$ cat config.mk
export PLATFORM = sky130hd
export DESIGN_NAME = player_controller_flat
export DESIGN_NICKNAME = d
export VERILOG_FILES = /design/src/rtl/player_controller_if.sv /design/src/rtl/player_controller.sv /design/src/flat_wrapper.sv
export SDC_FILE = /design/constraint.sdc
export NUM_CORES = 1
export LEC_CHECK = 0
export CAP_MARGIN = 20
export CELL_PAD_IN_SITES_DETAIL_PLACEMENT = 1
export CELL_PAD_IN_SITES_GLOBAL_PLACEMENT = 1
export CORE_ASPECT_RATIO = 0.5
export CORE_MARGIN = 2
export CORE_UTILIZATION = 50
export CTS_BUF_LIST = sky130_fd_sc_hd__clkbuf_8
export DETAILED_ROUTE_END_ITERATION = 7
export PLACE_DENSITY_LB_ADDON = 0.08
export SYNTH_ARGS = -nofsm -noshare
export SYNTH_HDL_FRONTEND = slang
export SYNTH_SLANG_ARGS = --single-unit
$ cat constraint.sdc
create_clock -name clk -period 10.1 [get_ports clk]
set_input_delay 2.02 -clock clk [delete_from_list [all_inputs] [get_ports clk]]
set_output_delay 2.02 -clock clk [all_outputs]
set_load 0.02 [all_outputs]
$ cat src/rtl/player_controller_if.sv
// rtl/player_controller_if.sv - world map read port shared by the player controller and the map RAM
interface player_controller_if;
  logic       map_rd;
  logic [3:0] map_tx;
  logic [3:0] map_ty;
  logic       map_wall;

  modport master (output map_rd, output map_tx, output map_ty, input map_wall);
  modport slave  (input map_rd, input map_tx, input map_ty, output map_wall);
endinterface

$ cat src/rtl/player_controller.sv
// rtl/player_controller.sv - per-frame player pose update with per-axis wall collision
module player_controller #(
  parameter logic [15:0] START_X     = 16'h0180,
  parameter logic [15:0] START_Y     = 16'h0180,
  parameter logic [8:0]  START_ANGLE = 9'd0,
  parameter logic [8:0]  ROT_STEP    = 9'd15,
  parameter logic [15:0] MOVE_SPEED  = 16'h0020
) (
  input  logic                       clk,
  input  logic                       rst_n,
  input  logic                       frame_tick,
  input  logic                       btn_fwd,
  input  logic                       btn_back,
  input  logic                       btn_left,
  input  logic                       btn_right,
  player_controller_if.master        map,
  output logic [15:0]                player_x,
  output logic [15:0]                player_y,
  output logic [8:0]                 player_angle,
  output logic                       busy,
  output logic                       update_done
);
  typedef enum logic [2:0] {IDLE, ROT, VEC, RDX, RDY, COMMIT} state_t;

  state_t             state_q, state_d;
  logic [3:0]         btn_q, btn_d;
  logic [8:0]         ang_q, ang_d, pa_q, pa_d;
  logic signed [17:0] dx_q, dx_d, dy_q, dy_d;
  logic [15:0]        c_q, c_d, nx_q, nx_d, px_q, px_d, py_q, py_d;
  logic               blk_q, blk_d, skip_q, skip_d, done_q, done_d;
  logic [3:0]         tx_q, tx_d, ty_q, ty_d;

  logic [9:0]         sum10;
  logic [4:0]         k, ks;
  logic signed [9:0]  cv, sv;
  logic signed [26:0] pcx, pcy;
  logic signed [17:0] cx, cy;
  logic               acc_ok, rd;
  logic [15:0]        x_acc;

  // Q1.8 cosine at 15-degree steps; sine is the same table offset by 18 entries
  function automatic logic signed [9:0] cos_tab(input logic [4:0] idx);
    case (idx)
      5'd0:  cos_tab = 10'sd256;   5'd1:  cos_tab = 10'sd247;
      5'd2:  cos_tab = 10'sd222;   5'd3:  cos_tab = 10'sd181;
      5'd4:  cos_tab = 10'sd128;   5'd5:  cos_tab = 10'sd66;
      5'd6:  cos_tab = 10'sd0;     5'd7:  cos_tab = -10'sd66;
      5'd8:  cos_tab = -10'sd128;  5'd9:  cos_tab = -10'sd181;
      5'd10: cos_tab = -10'sd222;  5'd11: cos_tab = -10'sd247;
      5'd12: cos_tab = -10'sd256;  5'd13: cos_tab = -10'sd247;
      5'd14: cos_tab = -10'sd222;  5'd15: cos_tab = -10'sd181;
      5'd16: cos_tab = -10'sd128;  5'd17: cos_tab = -10'sd66;
      5'd18: cos_tab = 10'sd0;     5'd19: cos_tab = 10'sd66;
      5'd20: cos_tab = 10'sd128;   5'd21: cos_tab = 10'sd181;
      5'd22: cos_tab = 10'sd222;   5'd23: cos_tab = 10'sd247;
      default: cos_tab = 10'sd0;
    endcase
  endfunction

  always_comb begin
    state_d = state_q;
    btn_d   = btn_q;
    ang_d   = ang_q;
    pa_d    = pa_q;
    dx_d    = dx_q;
    dy_d    = dy_q;
    c_d     = c_q;
    nx_d    = nx_q;
    px_d    = px_q;
    py_d    = py_q;
    blk_d   = blk_q;
    skip_d  = skip_q;
    done_d  = 1'b0;
    tx_d    = tx_q;
    ty_d    = ty_q;
    rd      = 1'b0;

    sum10  = {1'b0, pa_q} + {1'b0, ROT_STEP};
    k      = 5'(ang_q / 9'd15);
    ks     = (k >= 5'd6) ? k - 5'd6 : k + 5'd18;
    cv     = cos_tab(k);
    sv     = cos_tab(ks);
    pcx    = cv * $signed({1'b0, MOVE_SPEED});
    pcy    = sv * $signed({1'b0, MOVE_SPEED});
    cx     = $signed({2'b00, px_q}) + dx_q;
    cy     = $signed({2'b00, py_q}) + dy_q;
    // map_wall answers the read issued in the previous state, for whichever axis that was
    acc_ok = !blk_q && (skip_q || !map.map_wall);
    x_acc  = acc_ok ? c_q : px_q;

    case (state_q)
      IDLE: begin
        if (frame_tick) begin
          btn_d   = {btn_fwd, btn_back, btn_left, btn_right};
          state_d = ROT;
        end
      end
      ROT: begin
        ang_d = pa_q;
        if (btn_q[1:0] == 2'b01)
          ang_d = (sum10 >= 10'd360) ? 9'(sum10 - 10'd360) : sum10[8:0];
        else if (btn_q[1:0] == 2'b10)
          ang_d = (pa_q < ROT_STEP) ? 9'({1'b0, pa_q} + 10'd360 - {1'b0, ROT_STEP})
                                    : pa_q - ROT_STEP;
        state_d = VEC;
      end
      VEC: begin
        dx_d = 18'sd0;
        dy_d = 18'sd0;
        if (btn_q[3:2] == 2'b10) begin
          dx_d = pcx[25:8];
          dy_d = pcy[25:8];
        end else if (btn_q[3:2] == 2'b01) begin
          dx_d = -pcx[25:8];
          dy_d = -pcy[25:8];
        end
        state_d = RDX;
      end
      RDX: begin
        skip_d = (dx_q == 18'sd0);
        blk_d  = !skip_d && (cx[17] || cx[16] || (cx[15:12] != 4'd0));
        c_d    = cx[15:0];
        if (!blk_d && !skip_d) begin
          rd   = 1'b1;
          tx_d = cx[11:8];
          ty_d = py_q[11:8];
        end
        state_d = RDY;
      end
      RDY: begin
        nx_d   = x_acc;
        skip_d = (dy_q == 18'sd0);
        blk_d  = !skip_d && (cy[17] || cy[16] || (cy[15:12] != 4'd0));
        c_d    = cy[15:0];
        if (!blk_d && !skip_d) begin
          rd   = 1'b1;
          tx_d = x_acc[11:8];
          ty_d = cy[11:8];
        end
        state_d = COMMIT;
      end
      COMMIT: begin
        px_d    = nx_q;
        py_d    = acc_ok ? c_q : py_q;
        pa_d    = ang_q;
        done_d  = 1'b1;
        state_d = IDLE;
      end
      default: state_d = IDLE;
    endcase
  end

  always_ff @(posedge clk) begin
    if (!rst_n) begin
      state_q <= IDLE;
      btn_q   <= 4'd0;
      ang_q   <= START_ANGLE;
      pa_q    <= START_ANGLE;
      dx_q    <= 18'sd0;
      dy_q    <= 18'sd0;
      c_q     <= 16'd0;
      nx_q    <= 16'd0;
      px_q    <= START_X;
      py_q    <= START_Y;
      blk_q   <= 1'b0;
      skip_q  <= 1'b0;
      done_q  <= 1'b0;
      tx_q    <= 4'd0;
      ty_q    <= 4'd0;
    end else begin
      state_q <= state_d;
      btn_q   <= btn_d;
      ang_q   <= ang_d;
      pa_q    <= pa_d;
      dx_q    <= dx_d;
      dy_q    <= dy_d;
      c_q     <= c_d;
      nx_q    <= nx_d;
      px_q    <= px_d;
      py_q    <= py_d;
      blk_q   <= blk_d;
      skip_q  <= skip_d;
      done_q  <= done_d;
      tx_q    <= tx_d;
      ty_q    <= ty_d;
    end
  end

  assign map.map_rd   = rd;
  assign map.map_tx   = tx_d;
  assign map.map_ty   = ty_d;
  assign player_x     = px_q;
  assign player_y     = py_q;
  assign player_angle = pa_q;
  assign busy         = (state_q != IDLE);
  assign update_done  = done_q;
endmodule

$ cat src/flat_wrapper.sv
// flat-port wrapper written by rule: the top's interface ports become plain ports
module player_controller_flat 
#(
  parameter logic [15:0] START_X     = 16'h0180,
  parameter logic [15:0] START_Y     = 16'h0180,
  parameter logic [8:0]  START_ANGLE = 9'd0,
  parameter logic [8:0]  ROT_STEP    = 9'd15,
  parameter logic [15:0] MOVE_SPEED  = 16'h0020
)
  (clk, rst_n, frame_tick, btn_fwd, btn_back, btn_left, btn_right, player_x, player_y, player_angle, busy, update_done, map_map_rd, map_map_tx, map_map_ty, map_map_wall);
  player_controller_if map_i ();
  input  logic clk;
  input  logic rst_n;
  input  logic frame_tick;
  input  logic btn_fwd;
  input  logic btn_back;
  input  logic btn_left;
  input  logic btn_right;
  output logic [15:0] player_x;
  output logic [15:0] player_y;
  output logic [8:0] player_angle;
  output logic busy;
  output logic update_done;
  output wire logic [$bits(map_i.map_rd)-1:0] map_map_rd;
  output wire logic [$bits(map_i.map_tx)-1:0] map_map_tx;
  output wire logic [$bits(map_i.map_ty)-1:0] map_map_ty;
  input wire logic [$bits(map_i.map_wall)-1:0] map_map_wall;
  assign map_map_rd = map_i.map_rd;
  assign map_map_tx = map_i.map_tx;
  assign map_map_ty = map_i.map_ty;
  assign map_i.map_wall = map_map_wall;
  player_controller #(.START_X(START_X), .START_Y(START_Y), .START_ANGLE(START_ANGLE), .ROT_STEP(ROT_STEP), .MOVE_SPEED(MOVE_SPEED)) u_core (.clk(clk), .rst_n(rst_n), .frame_tick(frame_tick), .btn_fwd(btn_fwd), .btn_back(btn_back), .btn_left(btn_left), .btn_right(btn_right), .map(map_i), .player_x(player_x), .player_y(player_y), .player_angle(player_angle), .busy(busy), .update_done(update_done));
endmodule
# Yosys cells after proc, flatten, opt, wreduce, memory -nomap -nowiden
# Memories as Yosys holds them, arrays and structs flattened.
# Index checks and enable logic that the tools add are counted.
[op_classes] addsub=11 div_mod_pow=1 order_cmp=3 n_eq_ne=10 muxes=25 n_reduce_logical=25
[ops] op="2-to-1 mux 18 bit" n=4
[ops] op="adder 17 x 18 -> 18 bit" n=2
[ops] op="logical NOT 18 bit" n=2
[ops] op="2-to-1 mux 9 bit" n=4
[ops] op="negator 18 bit" n=2
[ops] op="case mux 16 bit (2 select lines)" n=1
[ops] op="subtractor 9 x 4 -> 9 bit, second input constant" n=2
[ops] op="2-to-1 mux 16 bit" n=1
[ops] op="2-to-1 mux 4 bit" n=4
[ops] op="case mux 4 bit (2 select lines)" n=2
[ops] op="case mux 3 bit (5 select lines)" n=1
[ops] op="adder 9 x 4 -> 10 bit, second input constant" n=1
[ops] op="greater-or-equal comparator 10 x 9 -> 1 bit, second input constant" n=1
[ops] op="adder 9 bit, second input constant" n=1
[ops] op="divider 9 x 4 -> 9 bit, second input constant" n=1
[ops] op="less-than comparator 9 x 4 -> 1 bit, second input constant" n=1
[ops] op="subtractor 9 bit, second input constant" n=1
[ops] op="nonzero test 4 bit" n=2
[ops] op="== test 3 x 2 -> 1 bit, second input constant" n=2
[ops] op="== test 3 bit, second input constant" n=2
[ops] op="logical NOT 1 bit" n=6
[ops] op="case mux 1 bit (2 select lines)" n=3
[ops] op="adder 5 bit, second input constant" n=1
[ops] op="greater-or-equal comparator 5 x 3 -> 1 bit, second input constant" n=1
[ops] op="14 further kinds" n=27
[totals] reg_bits=136 rom_bits=640 input_bits=8 out_inout_bits=52 word_cells=92 memories=2
[mem_list] name="(no name shown)" depth=32 width=10 rd=1 rd_ports_with_merged_regs=0 write_ports=0 line_no="player_controller.sv:43" text="case (idx)"
[mem_list] name="(no name shown)" depth=32 width=10 rd=1 rd_ports_with_merged_regs=0 write_ports=0 line_no="player_controller.sv:43"

# Longest topological paths before layout
[depth] depth_word=8 ltp_mapped=28

# Worst setup path after synthesis
# OpenSTA, ideal clock, no wires.
[synth_path] path_type="reg-to-reg" start="register u_core.ang_q[5]" end="register u_core.dy_q[7]" setup_ns=0.064 t_arrival_ns=5.475 slack_ns=4.561 path_stages_with_launch=28 path_cell_list="dfxtp_1 -> ha_1 -> nor2b_1 -> o21ai_0 -> a221o_1 -> o21ai_4 -> xor2_2 -> nor2_1 -> ha_1 -> nand2_1 -> nor2_1 -> a311oi_4 -> nand2_1 -> inv_1 -> ha_1 -> nand3_1 -> o32ai_1 -> o21ai_0 -> clkbuf_1 -> o21ai_0 -> o2111ai_1 -> a21oi_2 -> nand3_1 -> or2_1 -> ha_1 -> o21ai_0 -> nor2_1 -> nor2_1"
[synth_via] elab_chain_len=7 word_cells_on_any_way=9 classes_between="3 x add/sub; 1 x div; 1 x order compare; 3 x mux; 1 x memory"
[synth_lines] item="from (decl)" line_no="player_controller.sv:27" text="logic [8:0] ang_q, ang_d, pa_q, pa_d;"
[synth_lines] item="from (signal assigned)" line_no="player_controller.sv:173" text="ang_q <= ang_d;"
[synth_lines] item="divider 9 x 4 -> 9 bit *" line_no="player_controller.sv:79" text="k = 5'(ang_q / 9'd15);"
[synth_lines] item="adder 5 bit (tied with other cells)" line_no="player_controller.sv:80" text="ks = (k >= 5'd6) ? k - 5'd6 : k + 5'd18;"
[synth_lines] item="2-to-1 mux 5 bit *" line_no="player_controller.sv:80"
[synth_lines] item="memory read (32 x 10 bit) *"
[synth_lines] item="negator 18 bit" line_no="player_controller.sv:115" text="dy_d = -pcy[25:8];"
[synth_lines] item="2-to-1 mux 18 bit" line_no="player_controller.sv:113" text="end else if (btn_q[3:2] == 2'b01) begin"
[synth_lines] item="2-to-1 mux 18 bit *" line_no="player_controller.sv:110" text="if (btn_q[3:2] == 2'b10) begin"
[synth_lines] item="to (signal assigned)" line_no="player_controller.sv:176" text="dy_q <= dy_d;"
[synth_lines] item="to (decl)" line_no="player_controller.sv:28" text="logic signed [17:0] dx_q, dx_d, dy_q, dy_d;"
# Mark *: on every way between the ends. The rest lies on a longest branch, timed or not.
# A chain may end at the register's enable or synchronous reset.

# Worst setup path after layout
[layout_path] start="register u_core.px_q[0], in the netlist u_core.player_x[0]" end="output port map_map_tx[0]"
[layout_via] elab_chain_len=8 word_cells_on_any_way=9 classes_between="1 x add/sub; 2 x mux; 6 x reduce/logical"
[layout_lines] item="from (decl)" line_no="player_controller.sv:29" text="logic [15:0] c_q, c_d, nx_q, nx_d, px_q, px_d, py_q, py_d;"
[layout_lines] item="from (signal assigned)" line_no="player_controller.sv:179" text="px_q <= px_d;"
[layout_lines] item="adder 17 x 18 -> 18 bit *" line_no="player_controller.sv:85" text="cx = $signed({2'b00, px_q}) + dx_q;"
[layout_lines] item="nonzero test 4 bit / logical OR 1 bit (equally long branches)" line_no="player_controller.sv:121" text="blk_d = !skip_d && (cx[17] || cx[16] || (cx[15:12] != 4'd0));"
[layout_lines] item="logical OR 1 bit" line_no="player_controller.sv:121"
[layout_lines] item="logical AND 1 bit" line_no="player_controller.sv:121"
[layout_lines] item="logical NOT 1 bit" line_no="player_controller.sv:123" text="if (!blk_d && !skip_d) begin"
[layout_lines] item="logical AND 1 bit" line_no="player_controller.sv:123"
[layout_lines] item="2-to-1 mux 4 bit *" line_no="player_controller.sv:123"
[layout_lines] item="case mux 4 bit (2 select lines) *" line_no="player_controller.sv:91" text="case (state_q)"
[layout_lines] item="to (decl)" line_no="flat_wrapper.sv:25" text="output wire logic [$bits(map_i.map_tx)-1:0] map_map_tx;"
# Marked as above.

==> flow_metrics.py <==
metrics = {
    "status": {
        "run_status": "finished, final reports clean",
    },
    "critical_path": {
        "critPathCaptureType": "output port",
        "rrSetupSlack_ps": 3110,
        "arrival_ps": 5400,
        "worstPathRequired_ps": 8080,
        "timing_worst_setup_path_type": "reg2out",
        "r2r_start": "u_core.ang_q[5]$_SDFFE_PN0P_",
        "rr_worst_depth": 24,
        "start_kind": "flip-flop",
        "critPathMaxFanout": 13,
        "rr_endpoint": "u_core.dy_q[8]$_SDFFE_PN0P_",
    },
    "die": {
        "die_area_sq_um": 20200,
        "die_x_um": 199,
        "core-area_sq_um": 18500,
        "io_pins": 60,
        "die_h_um": 102,
        "rows": 35,
        "start_util_pct": 51.3,
    },
    "finish": {
        "multi_input_area_sq_um": 6340,
        "seqCellArea_sq_um": 2720,
        "layout_common_cells": "nand2_1 (183), dfxtp_1 (136), a21oi_1 (115), nor2_1 (115), o21ai_0 (67)",
        "nFillCells": 2324,
        "stdcell_count": 1531,
        "fin_util_pct": 57.6,
        "final_nets": 1325,
        "antenna_cells": 0,
        "drive_above_1_share_pct": 7.39,
        "mostFrequentLayoutCell": "nand2_1",
        "area_delta_synth_final_pct": 12.2,
    },
    "sta": {
        "min_period_ps": 7420,
        "drv_slew": 0,
        "finalSetupViolCount": 0,
        "finalCritPeriodShare_pct": 73.5,
        "tightest_slew_ps": 1000,
        "hold_viol": 0,
        "rsz0062_at_grt": "no",
        "skew_ps": 13.5,
        "clock.fmax_mhz": 135,
        "final.setup.tns_ps": 0,
        "slew_headroom_pct": 32.4,
    },
    "synthesis": {
        "synth_edf_count": 0,
        "avgSynthCellArea_sq_um": 7.64,
        "synth_top_family_by_area": "compound AO/OA/AOI/OAI gates",
        "ys_types": 91,
        "synthXorXnorAreaFrac_pct": 4.04,
        "synth.area.top_cells": "dfxtp_1 (29%), ha_1 (7.4%), nand2_1 (7.2%)",
        "synthAdderAreaFrac_pct": 7.79,
        "synth_compound_area_share_pct": 26.5,
        "synthSimpleGateAreaFrac_pct": 24.2,
        "syn_area_sq_um": 9510,
        "syn-instance-count": 1245,
        "ys_warn_count": 0,
        "muxShareOfSynthArea_pct": 4.00,
        "synth-seq-area-share_pct": 28.6,
        "syn-num-nets": 1311,
        "synth_top_area_share_pct": 28.6,
        "async_flop_share_pct": 0,
        "ys_ff_latch": 136,
        "yosysTopAreaCell": "dfxtp_1",
        "ys.flop_type": "dfxtp_1",
    },
    "routing": {
        "drt-pass1-iter-count": 5,
        "drt_iter0_drc": 574,
        "ant_nets": 0,
        "wl_um": 31200,
        "avgRoutedWirePerCell_um": 20.4,
        "vias_per_cell": 6.22,
        "drc_errors": 0,
        "num_vias": 9523,
    },
    "clocking": {
        "cts-root-buf": "clkbuf_8",
        "clk_pin_slew_ps": 80,
        "cts_max_level": 4,
        "postCtsSetupBuffers": 0,
        "ctsResizeCount": 0,
        "cts_tree": "yes",
        "clk_latency_ps": 480,
        "cts.sinks": 136,
        "clk_path_buf_depth": 2,
        "holdBufCountCts": 0,
        "cts_buffers": 17,
    },
    "pwr": {
        "p_leak_nw": 4.08,
        "max-vdd-ir-drop_v": 0.0000923,
        "p_per_area_nw_per_um2": 137,
    },
    "hold_path": {
        "hp-class": "reg2reg",
        "hold-path-endpoint": "u_core.player_x[4]$_SDFFE_PN0P_",
        "min_delay_path_depth": 2,
        "min_from": "u_core.nx_q[4]$_SDFFE_PN0P_",
    },
    "place": {
        "dp_hpwl_um": 22300,
        "io_buffers": 59,
        "dpl.cell_count": 1497,
        "place_congestion": 0.921,
    },
    "grt": {
        "grt_pass1_wl_um": 50600,
        "grt_max_degree": 57,
        "antenna_found_initial": 0,
        "grt_pass1_vias": 9755,
        "grt_overflow_total": 0,
        "track_usage_pct": 31.7,
    },
    "run": {
        "cap_violations": 0,
    },
}
[power breakdown]
part           total, mW  internal [mW]  switching [mW]
clock network      0.508          0.257           0.251
registers          0.597          0.559          0.0381
logic              0.353          0.133           0.220
[cells in the mapped netlist, drive strengths merged, types with 4 or more instances]
cell type	count
o22ai	13
buf	10
mux2	5
nor3	28
and2	8
ha	56
and4	4
a311oi	12
a21o	14
o211ai	11
o211a	11
xnor2	26
nand4	10
or2	9
or4	4
a31oi	16
nand3	38
o21bai	4
a221oi	5
o2111ai	4
or3	7
or3b	7
nor3b	5
nor2b	18
dfxtp	136
xor2	17
o31ai	4
mux2i	32
a211oi	32
nor2	116
o21a	13
a21oi	119
nor4	14
a21boi	5
nand2	185
inv	44
a22oi	7
o21ai	73
nand2b	11
and3	7
clkbuf	64
[how the worst max path moves through the flow]
stage / startpoint / endpoint / slack, ps
2_1_floorplan: u_core.ang_q[5]$_SDFFE_PN0P_ / u_core.dy_q[7]$_SDFFE_PN0P_ / 4560
3_3_place_gp: u_core.player_x[0]$_SDFFE_PN0P_ / map_map_tx[0] / 3500
3_5_place_dp: u_core.ang_q[5]$_SDFFE_PN0P_ / u_core.dy_q[8]$_SDFFE_PN0P_ / 3170
4_1_cts: u_core.player_x[0]$_SDFFE_PN0P_ / map_map_tx[0] / 2680
5_1_grt: u_core.player_x[0]$_SDFFE_PN0P_ / map_map_tx[1] / 2400
6_report: u_core.player_x[0]$_SDFFE_PN0P_ / map_map_tx[0] / 2680
[cell families (layout without fill, tap and decap cells)]
group                    after synthesis  count (layout)
AND/OR/NAND/NOR                      481             481
AO/OA/AOI/OAI                        372             372
flip-flops                           136             136
buffers and inverters                118             145
adder cells (fa/ha/maj)               58              58
XOR/XNOR                              43              43
multiplexers                          37              37
[critical path, stage by stage (launching register included)]
cell and delay (ps):
dfxtp_1 400, ha_1 190, inv_1 60, fa_1 400, nor2b_1 170, o21ai_0 140, a21boi_0 280, o21a_1 190
o21a_1 170, o2111ai_1 170, nand4_1 130, nor3b_1 390, nand3_1 130, nor4_1 510, and2_1 500, mux2_2 400
o21a_1 180, clkdlybuf4s50_1 530
[through the flow]
step | total power [mW] | instance area, sq um | setup WS (ps) | hold slack (ps)
2_1_floorplan | 0.851 | 9510 | 4560 | 432
3_3_place_gp | 0.936 | 10200 | 3500 | 439
3_5_place_dp | 0.951 | 10200 | 3170 | 448
4_1_cts | 1.45 | 10600 | 2680 | 463
5_1_grt | 1.53 | 10700 | 2400 | 492
6_report | 1.46 | 10700 | 2680 | 459
[area by class of cell]
class | instances | share of cell area (%)
multi-input cells | 991 | 59.5
flip-flops and latches | 136 | 25.5
repair buffers | 69 | 6.38
well taps | 259 | 3.04
clock buffers | 18 | 2.32
clock inverters | 14 | 1.75
inverters | 44 | 1.55
[registers in the layout, indices dropped and copies added (netlist names)]
signal,count
u_core.player_x,16
u_core.c_q,16
u_core.state_q,3
u_core.dy_q,18
u_core.ang_q,9
u_core.blk_q,1
u_core.dx_q,18
u_core.tx_q,4
u_core.skip_q,1
u_core.nx_q,16
u_core.player_y,16
u_core.ty_q,4
u_core.btn_q,4
u_core.update_done,1
u_core.player_angle,9
[layer usage]
metal  vias up  routed length (um)  global-route usage [%]
li1       4520                   -                       -
met1      4729               14400                    41.4
met2       223               14800                    54.3
met3        51                1370                    5.66
met4         0                 582                    8.61
met5         -                   0                       0
(Power assumes the default switching activity.)
